==> src/rtl/fsm_ksa_shuffle.sv <==
// RC4 key-scheduling shuffle over a 256-byte S memory.
// S is assumed to hold S[k] = k already. The block walks i = 0..255, updates j from S[i]
// and the cyclic key byte, and then swaps S[i] and S[j] through a single-port memory with
// a one-cycle read latency. Each iteration takes exactly eight cycles.
module fsm_ksa_shuffle #(
    parameter int unsigned KEY_LEN = 3
) (
    input  logic                   clk,
    input  logic                   rst,
    input  logic                   start,
    input  logic [8*KEY_LEN-1:0]   secret_key,
    input  logic [7:0]             rd_data,
    output logic [7:0]             mem_addr,
    output logic [7:0]             wr_data,
    output logic                   wr_en,
    output logic                   finish
);

    localparam int unsigned KIDX_W = (KEY_LEN > 1) ? $clog2(KEY_LEN) : 1;

    typedef enum logic [3:0] {
        StIdle,
        StRdI,
        StWaitI,
        StCalcJ,
        StRdJ,
        StWaitJ,
        StWrI,
        StWrJ,
        StNext,
        StDone
    } state_e;

    state_e              state_q, state_d;
    logic [7:0]          i_q, i_d;
    logic [7:0]          j_q, j_d;
    logic [7:0]          si_q, si_d;
    logic [7:0]          sj_q, sj_d;
    logic [KIDX_W-1:0]   kidx_q, kidx_d;
    logic [7:0]          key_byte;

    // Select the current key byte; byte 0 is the most significant byte of secret_key.
    always_comb begin
        key_byte = 8'h00;
        for (int unsigned k = 0; k < KEY_LEN; k++) begin
            if (kidx_q == KIDX_W'(k)) begin
                key_byte = secret_key[8*(KEY_LEN-1-k) +: 8];
            end
        end
    end

    // State and datapath registers; reset has priority over every transition.
    always_ff @(posedge clk) begin
        if (rst) begin
            state_q <= StIdle;
            i_q     <= 8'h00;
            j_q     <= 8'h00;
            si_q    <= 8'h00;
            sj_q    <= 8'h00;
            kidx_q  <= '0;
        end else begin
            state_q <= state_d;
            i_q     <= i_d;
            j_q     <= j_d;
            si_q    <= si_d;
            sj_q    <= sj_d;
            kidx_q  <= kidx_d;
        end
    end

    // Next-state and datapath updates.
    always_comb begin
        state_d = state_q;
        i_d     = i_q;
        j_d     = j_q;
        si_d    = si_q;
        sj_d    = sj_q;
        kidx_d  = kidx_q;

        unique case (state_q)
            StIdle: begin
                i_d    = 8'h00;
                j_d    = 8'h00;
                kidx_d = '0;
                if (start) begin
                    state_d = StRdI;
                end
            end
            StRdI: begin
                state_d = StWaitI;
            end
            StWaitI: begin
                si_d    = rd_data;
                state_d = StCalcJ;
            end
            StCalcJ: begin
                // 8-bit add wraps j modulo 256.
                j_d     = j_q + si_q + key_byte;
                state_d = StRdJ;
            end
            StRdJ: begin
                state_d = StWaitJ;
            end
            StWaitJ: begin
                sj_d    = rd_data;
                state_d = StWrI;
            end
            StWrI: begin
                state_d = StWrJ;
            end
            StWrJ: begin
                state_d = StNext;
            end
            StNext: begin
                if (i_q == 8'hFF) begin
                    // i stays at 255; IDLE clears it before the next run.
                    state_d = StDone;
                end else begin
                    i_d     = i_q + 8'd1;
                    kidx_d  = (kidx_q == KIDX_W'(KEY_LEN - 1)) ? '0 : kidx_q + KIDX_W'(1);
                    state_d = StRdI;
                end
            end
            StDone: begin
                state_d = StIdle;
            end
            default: begin
                state_d = StIdle;
            end
        endcase
    end

    // Memory-side outputs decoded from the current state only.
    always_comb begin
        mem_addr = 8'h00;
        wr_data  = 8'h00;
        wr_en    = 1'b0;
        finish   = 1'b0;

        unique case (state_q)
            StRdI: begin
                mem_addr = i_q;
            end
            StRdJ: begin
                mem_addr = j_q;
            end
            StWrI: begin
                mem_addr = i_q;
                wr_data  = sj_q;
                wr_en    = 1'b1;
            end
            StWrJ: begin
                // When i == j this rewrites the same value to the same address.
                mem_addr = j_q;
                wr_data  = si_q;
                wr_en    = 1'b1;
            end
            StDone: begin
                finish = 1'b1;
            end
            default: begin
                mem_addr = 8'h00;
            end
        endcase
    end

endmodule

==> config.mk <==
export PLATFORM = sky130hd
export DESIGN_NAME = fsm_ksa_shuffle
export DESIGN_NICKNAME = d
export VERILOG_FILES = /design/src/rtl/fsm_ksa_shuffle.sv
export SDC_FILE = /design/constraint.sdc
export NUM_CORES = 1
export LEC_CHECK = 0
export CAP_MARGIN = 20
export CORE_AREA = 2 2 71 79
export CTS_CLUSTER_DIAMETER = 30
export DETAILED_ROUTE_END_ITERATION = 8
export DIE_AREA = 0 0 73 81
export PLACE_DENSITY = 0.89
export SYNTH_ARGS = -nofsm -noshare
export SYNTH_HDL_FRONTEND = slang
export SYNTH_SLANG_ARGS = --single-unit
==> constraint.sdc <==
create_clock -name clk -period 4.1 [get_ports clk]
set_clock_uncertainty 0.1 [all_clocks]
set_input_delay 0.615 -clock clk [delete_from_list [all_inputs] [get_ports clk]]
set_output_delay 0.615 -clock clk [all_outputs]
set_load 0.05 [all_outputs]
== Word-level counts from Yosys, hierarchy flattened ==
Index checks and enable logic that the tools add are counted.

* Reduce and logical (&&, ||, !) cells: 8
* Multiplexer cells: 16
* Add/subtract/negate cells: 4
* Eq/ne operators: 14

{| class="wikitable"
|+ Operator list
! kind !! count
|-
| $pmux 8 s2 || 4
|-
| $pmux 4 s9 || 1
|-
| $mux 8 || 4
|-
| $add 8x8->8 || 2
|-
| $eq 4x3->1 const B || 4
|-
| $add 8x1->8 const B || 1
|-
| $eq 4x2->1 const B || 2
|-
| $eq 4x4->1 const B || 2
|-
| $eq 8x8->1 const B || 1
|-
| $mux 4 || 2
|-
| $reduce_or 2->1 || 3
|-
| $eq 4x1->1 const B || 1
|-
| $logic_not 4->1 || 1
|-
| $mux 2 || 2
|-
| $ne 2x2->1 const B || 2
|-
| $pmux 2 s2 || 1
|-
| $reduce_bool 2->1 || 2
|-
| $add 2x1->2 const B || 1
|-
| $eq 2x1->1 const B || 1
|-
| $eq 2x2->1 const B || 1
|-
| $logic_not 2->1 || 1
|-
| $mux 1 || 2
|-
| $reduce_and 2->1 || 1
|}

* Logic and storage cells: 48
* Register bits: 38
* Output and inout bits: 18
* Bits of input ports: 35

== Longest topological paths before layout ==
* Depth in word-level cells: 6
* Gate-level depth with buffers: 13
* Mapped depth without buffers: 12

== Worst setup path before layout ==
No wires, ideal clock.

* Kind: register -> register
* Start: register kidx_q[1]
* End: register j_q[7]
* Setup time: 0.062 ns
* Arrival time: 2.833 ns
* Setup slack: 1.105 ns
* Buffers on the path: 1
* Cell stages (with the launch flop): 13
* Path through: dfxtp_1 -> buf_1 -> mux2i_1 -> o21ai_0 -> fa_1 -> ha_1 -> inv_1 -> fa_1 -> nor2b_1 -> o31ai_1 -> a21oi_1 -> or4_1 -> nand3_1

* Word-level cells in the longest chain between the ends: 6

{| class="wikitable"
|+ Ends and longest elaborated chain
! element !! RTL line !! source
|-
| from (decl) || 39 || <nowiki>logic [KIDX_W-1:0] kidx_q, kidx_d;</nowiki>
|-
| from (signal assigned) || 67 || <nowiki>kidx_q <= kidx_d;</nowiki>
|-
| $logic_not 2->1 || 46 || <nowiki>if (kidx_q == KIDX_W'(k)) begin</nowiki>
|-
| $mux 8 (2 in a row) || 46 ||
|-
| $mux 8 * || 46 ||
|-
| $add 8x8->8 * || 98 || <nowiki>j_d = j_q + si_q + key_byte;</nowiki>
|-
| $pmux 8 s2 * || 80 || <nowiki>unique case (state_q)</nowiki>
|-
| to (signal assigned) || 64 || <nowiki>j_q <= j_d;</nowiki>
|-
| to (decl) || 36 || <nowiki>logic [7:0] j_q, j_d;</nowiki>
|}

Every way passes the cells marked *; elsewhere a longest branch is shown, timed or not.
A chain may end at the register's enable or synchronous reset.

== Worst setup path in the final report ==
* Start: register state_q[0]
* End: output mem_addr[7]

* Word-level cells in the longest chain between the ends: 3

{| class="wikitable"
|+ Ends and longest elaborated chain
! element !! RTL line !! source
|-
| from (decl) || 34 || <nowiki>state_e state_q, state_d;</nowiki>
|-
| from (signal assigned) || 55 || <nowiki>state_q <= StIdle;</nowiki>
|-
| from (signal assigned) || 62 || <nowiki>state_q <= state_d;</nowiki>
|-
| $eq 4x3->1 or $eq 4x1->1 (tied branches) || 140 || <nowiki>unique case (state_q)</nowiki>
|-
| $reduce_or 2->1 (no source line) || n/a ||
|-
| $pmux 8 s2 * || 140 ||
|-
| to (decl) || 13 || <nowiki>output logic [7:0] mem_addr,</nowiki>
|}

Marks and branches as above.

==> impl_metrics.ini <==
[clock_network]
cts_buffers = 5
clk_pin_slew_ns = 0.08
cts_tree = done
cts_setup_buffers = 0
htreeDepth = 2
cts_buffer_depth = 2
cts-resized-gates = 0
clock-sinks = 38
clk_latency_ns = 0.29
cts-root-buf = clkbuf_8
cts_hold_buf = 0

[logic_synthesis]
syn-cell-area_um2 = 2520
syn_area_per_cell_um2 = 8.14
synth_top_area_frac = 0.301
ys_async_sr_fraction = 0
syn_inst = 310
synth_top_flop_cell = dfxtp_1
synth_top_cell_by_area = dfxtp_1
synth_area_leaders = dfxtp_1, mux2i_1, nor2_1
syn_nets = 360
synth_edf_count = 0
ys_warn_count = 0
yosysUniqueCellTypes = 42
synth.yosys.seq_area_share = 0.301
ys_seq_elements = 38

[global_routing]
grt.overflow.total = 0
grt_pass1_wl_um = 10600
antenna_found_initial = 0
grt_max_degree = 25
track_usage = 0.228
grt_pass1_vias = 2297

[final_layout]
area_growth_pct = 24.5
final_common_cell = clkdlybuf4s50_1
n_antenna_cell = 0
fin_nets = 402
fin_util = 0.602
final_cell_mix = clkdlybuf4s50_1, nor2_1, dfxtp_1
final_cells = 413
layout-drive-gt1-share = 0.0425

[routing]
drtPass1Iterations = 4
wl_per_cell_um = 15.1
via_count = 2324
antenna_left = 0
viasPerCell = 5.63
drt_iter0_markers = 89
remaining_drc_errors = 0
routed_wl_um = 6230

[sta]
maxSlewViolCount = 0
setup_violations = 0
max_slew_margin = 0.466
rsz0062_at_grt = no
max_freq_ghz = 0.282
setup_tns_ns = 0
hold_ws_ns = 0.387
post-route-period-util = 0.864
period_needed_ns = 3.54
max_slew.worst_pin.slew_ns = 0.799
hold_viol = 0

[critical_path]
crit_fanout = 15
r2r-end = j_q[7]
path_class = flip-flop to output pin
required_ns = 3.38
r2r_slack_ns = 0.71
arrival_ns = 2.83
rr_worst_depth = 12
r2r-start = kidx_q[0]
cp-end-kind = output pin
cp-start-kind = flip-flop

[flow_run]
cap_violations = 0

[power]
leakage_nw = 1.11
total_power_mw = 0.847
power_density_nw_per_um2 = 270
ir_drop_mv = 0.202

[floorplanning]
initial_core_util = 0.483
die-area_um2 = 5910
fp.dieW_um = 73
core_area_um2 = 5220
die_h_um = 81
ios = 53
rows = 28

[place]
io_buffer_count = 52
gp_congestion = 0.829
dp_hpwl_um = 4820
dp_cells = 405

[run_status]
status = completed

[min_path]
hold_path_startpoint = si_q[6]
min_to = si_q[6]
hold_depth = 2
min_path_type = flip-flop to flip-flop
[through the flow]
step / cell area (um2) / setup WS [ns]
after floorplan: 2520 / 1.11
after global placement: 3050 / 0.733
after detailed placement: 3050 / 0.645
after CTS: 3140 / 0.566
after global routing: 3140 / 0.357
final: 3140 / 0.560
[registers in the layout, indices dropped and copies added (netlist names)]
name     cells
j_q          8
kidx_q       2
si_q         8
state_q      4
sj_q         8
i_q          8
[how the worst max path moves through the flow]
| stage | startpoint | end | slack (ns) | cells after the start |
|---|---|---|---|---|
| global route | state_q[0] | mem_addr[7] | 0.36 | 6 |
| floorplan | kidx_q[1] | j_q[7] | 1.11 | 12 |
| global placement | secret_key[1] | j_q[7] | 0.73 | 12 |
| finish | state_q[0] | mem_addr[7] | 0.56 | 6 |
| detailed placement | secret_key[1] | j_q[7] | 0.65 | 12 |
| CTS | state_q[0] | mem_addr[7] | 0.57 | 6 |
[logic make-up (layout without fill, tap and decap cells)]
kind of cell	count (synthesis)	after routing	share of synthesized area
adder cells (fa/ha/maj)	15	15	0.0982
AO/OA/AOI/OAI	63	63	0.160
multiplexers	30	30	0.120
buffers and inverters	28	71	0.0506
flip-flops	38	38	0.301
XOR/XNOR	10	10	0.0347
AND/OR/NAND/NOR	126	126	0.235
[synth_stat cells, types with 2 or more instances]
cell / count
nor2_1: 47
dfxtp_1: 38
nand2_1: 34
mux2i_1: 28
a21oi_1: 19
o21ai_0: 14
a22oi_1: 11
clkbuf_1: 11
nor2b_1: 9
fa_1: 8
nand3_1: 8
ha_1: 7
inv_1: 7
nor3b_1: 6
a22o_1: 5
nor3_1: 5
xnor2_1: 5
xor2_1: 5
buf_1: 4
and2_1: 3
buf_2: 3
nand3b_1: 3
nand4_1: 3
a21o_1: 2
a32oi_1: 2
buf_6: 2
mux2_2: 2
o21a_1: 2
o21bai_1: 2
o31ai_1: 2
or4_1: 2
[cell type report]
type,count,area (um2)
Clock buffer,6,82.6
Clock inverter,2,12.5
Fill cell,458,2080
Inverter,7,26.3
Multi-Input combinational cell,244,1640
Sequential cell,38,761
Tap cell,60,75.1
Timing Repair Buffer,56,551
[where the power goes]
group          switching [mW]  internal (mW)
Clock                   0.139          0.135
Combinational          0.0897         0.0841
Sequential             0.0208          0.379
[worst max-delay path, cell delays in order (launching register included)]
cell             delay, ns
dfxtp_1               0.72
nand2b_1              0.20
nor2_1                0.46
a21o_1                0.13
a32oi_1               0.05
nor2_1                0.15
clkdlybuf4s50_1       0.82
[metal layers]
metal	vias up	routed length, um	GRT usage
met5	-	0	0
met4	0	110	0.0741
met3	11	330	0.0409
met2	78	3090	0.397
met1	1074	2700	0.281
li1	1161	-	-
Note: power is estimated with default switching activity, not from simulation.
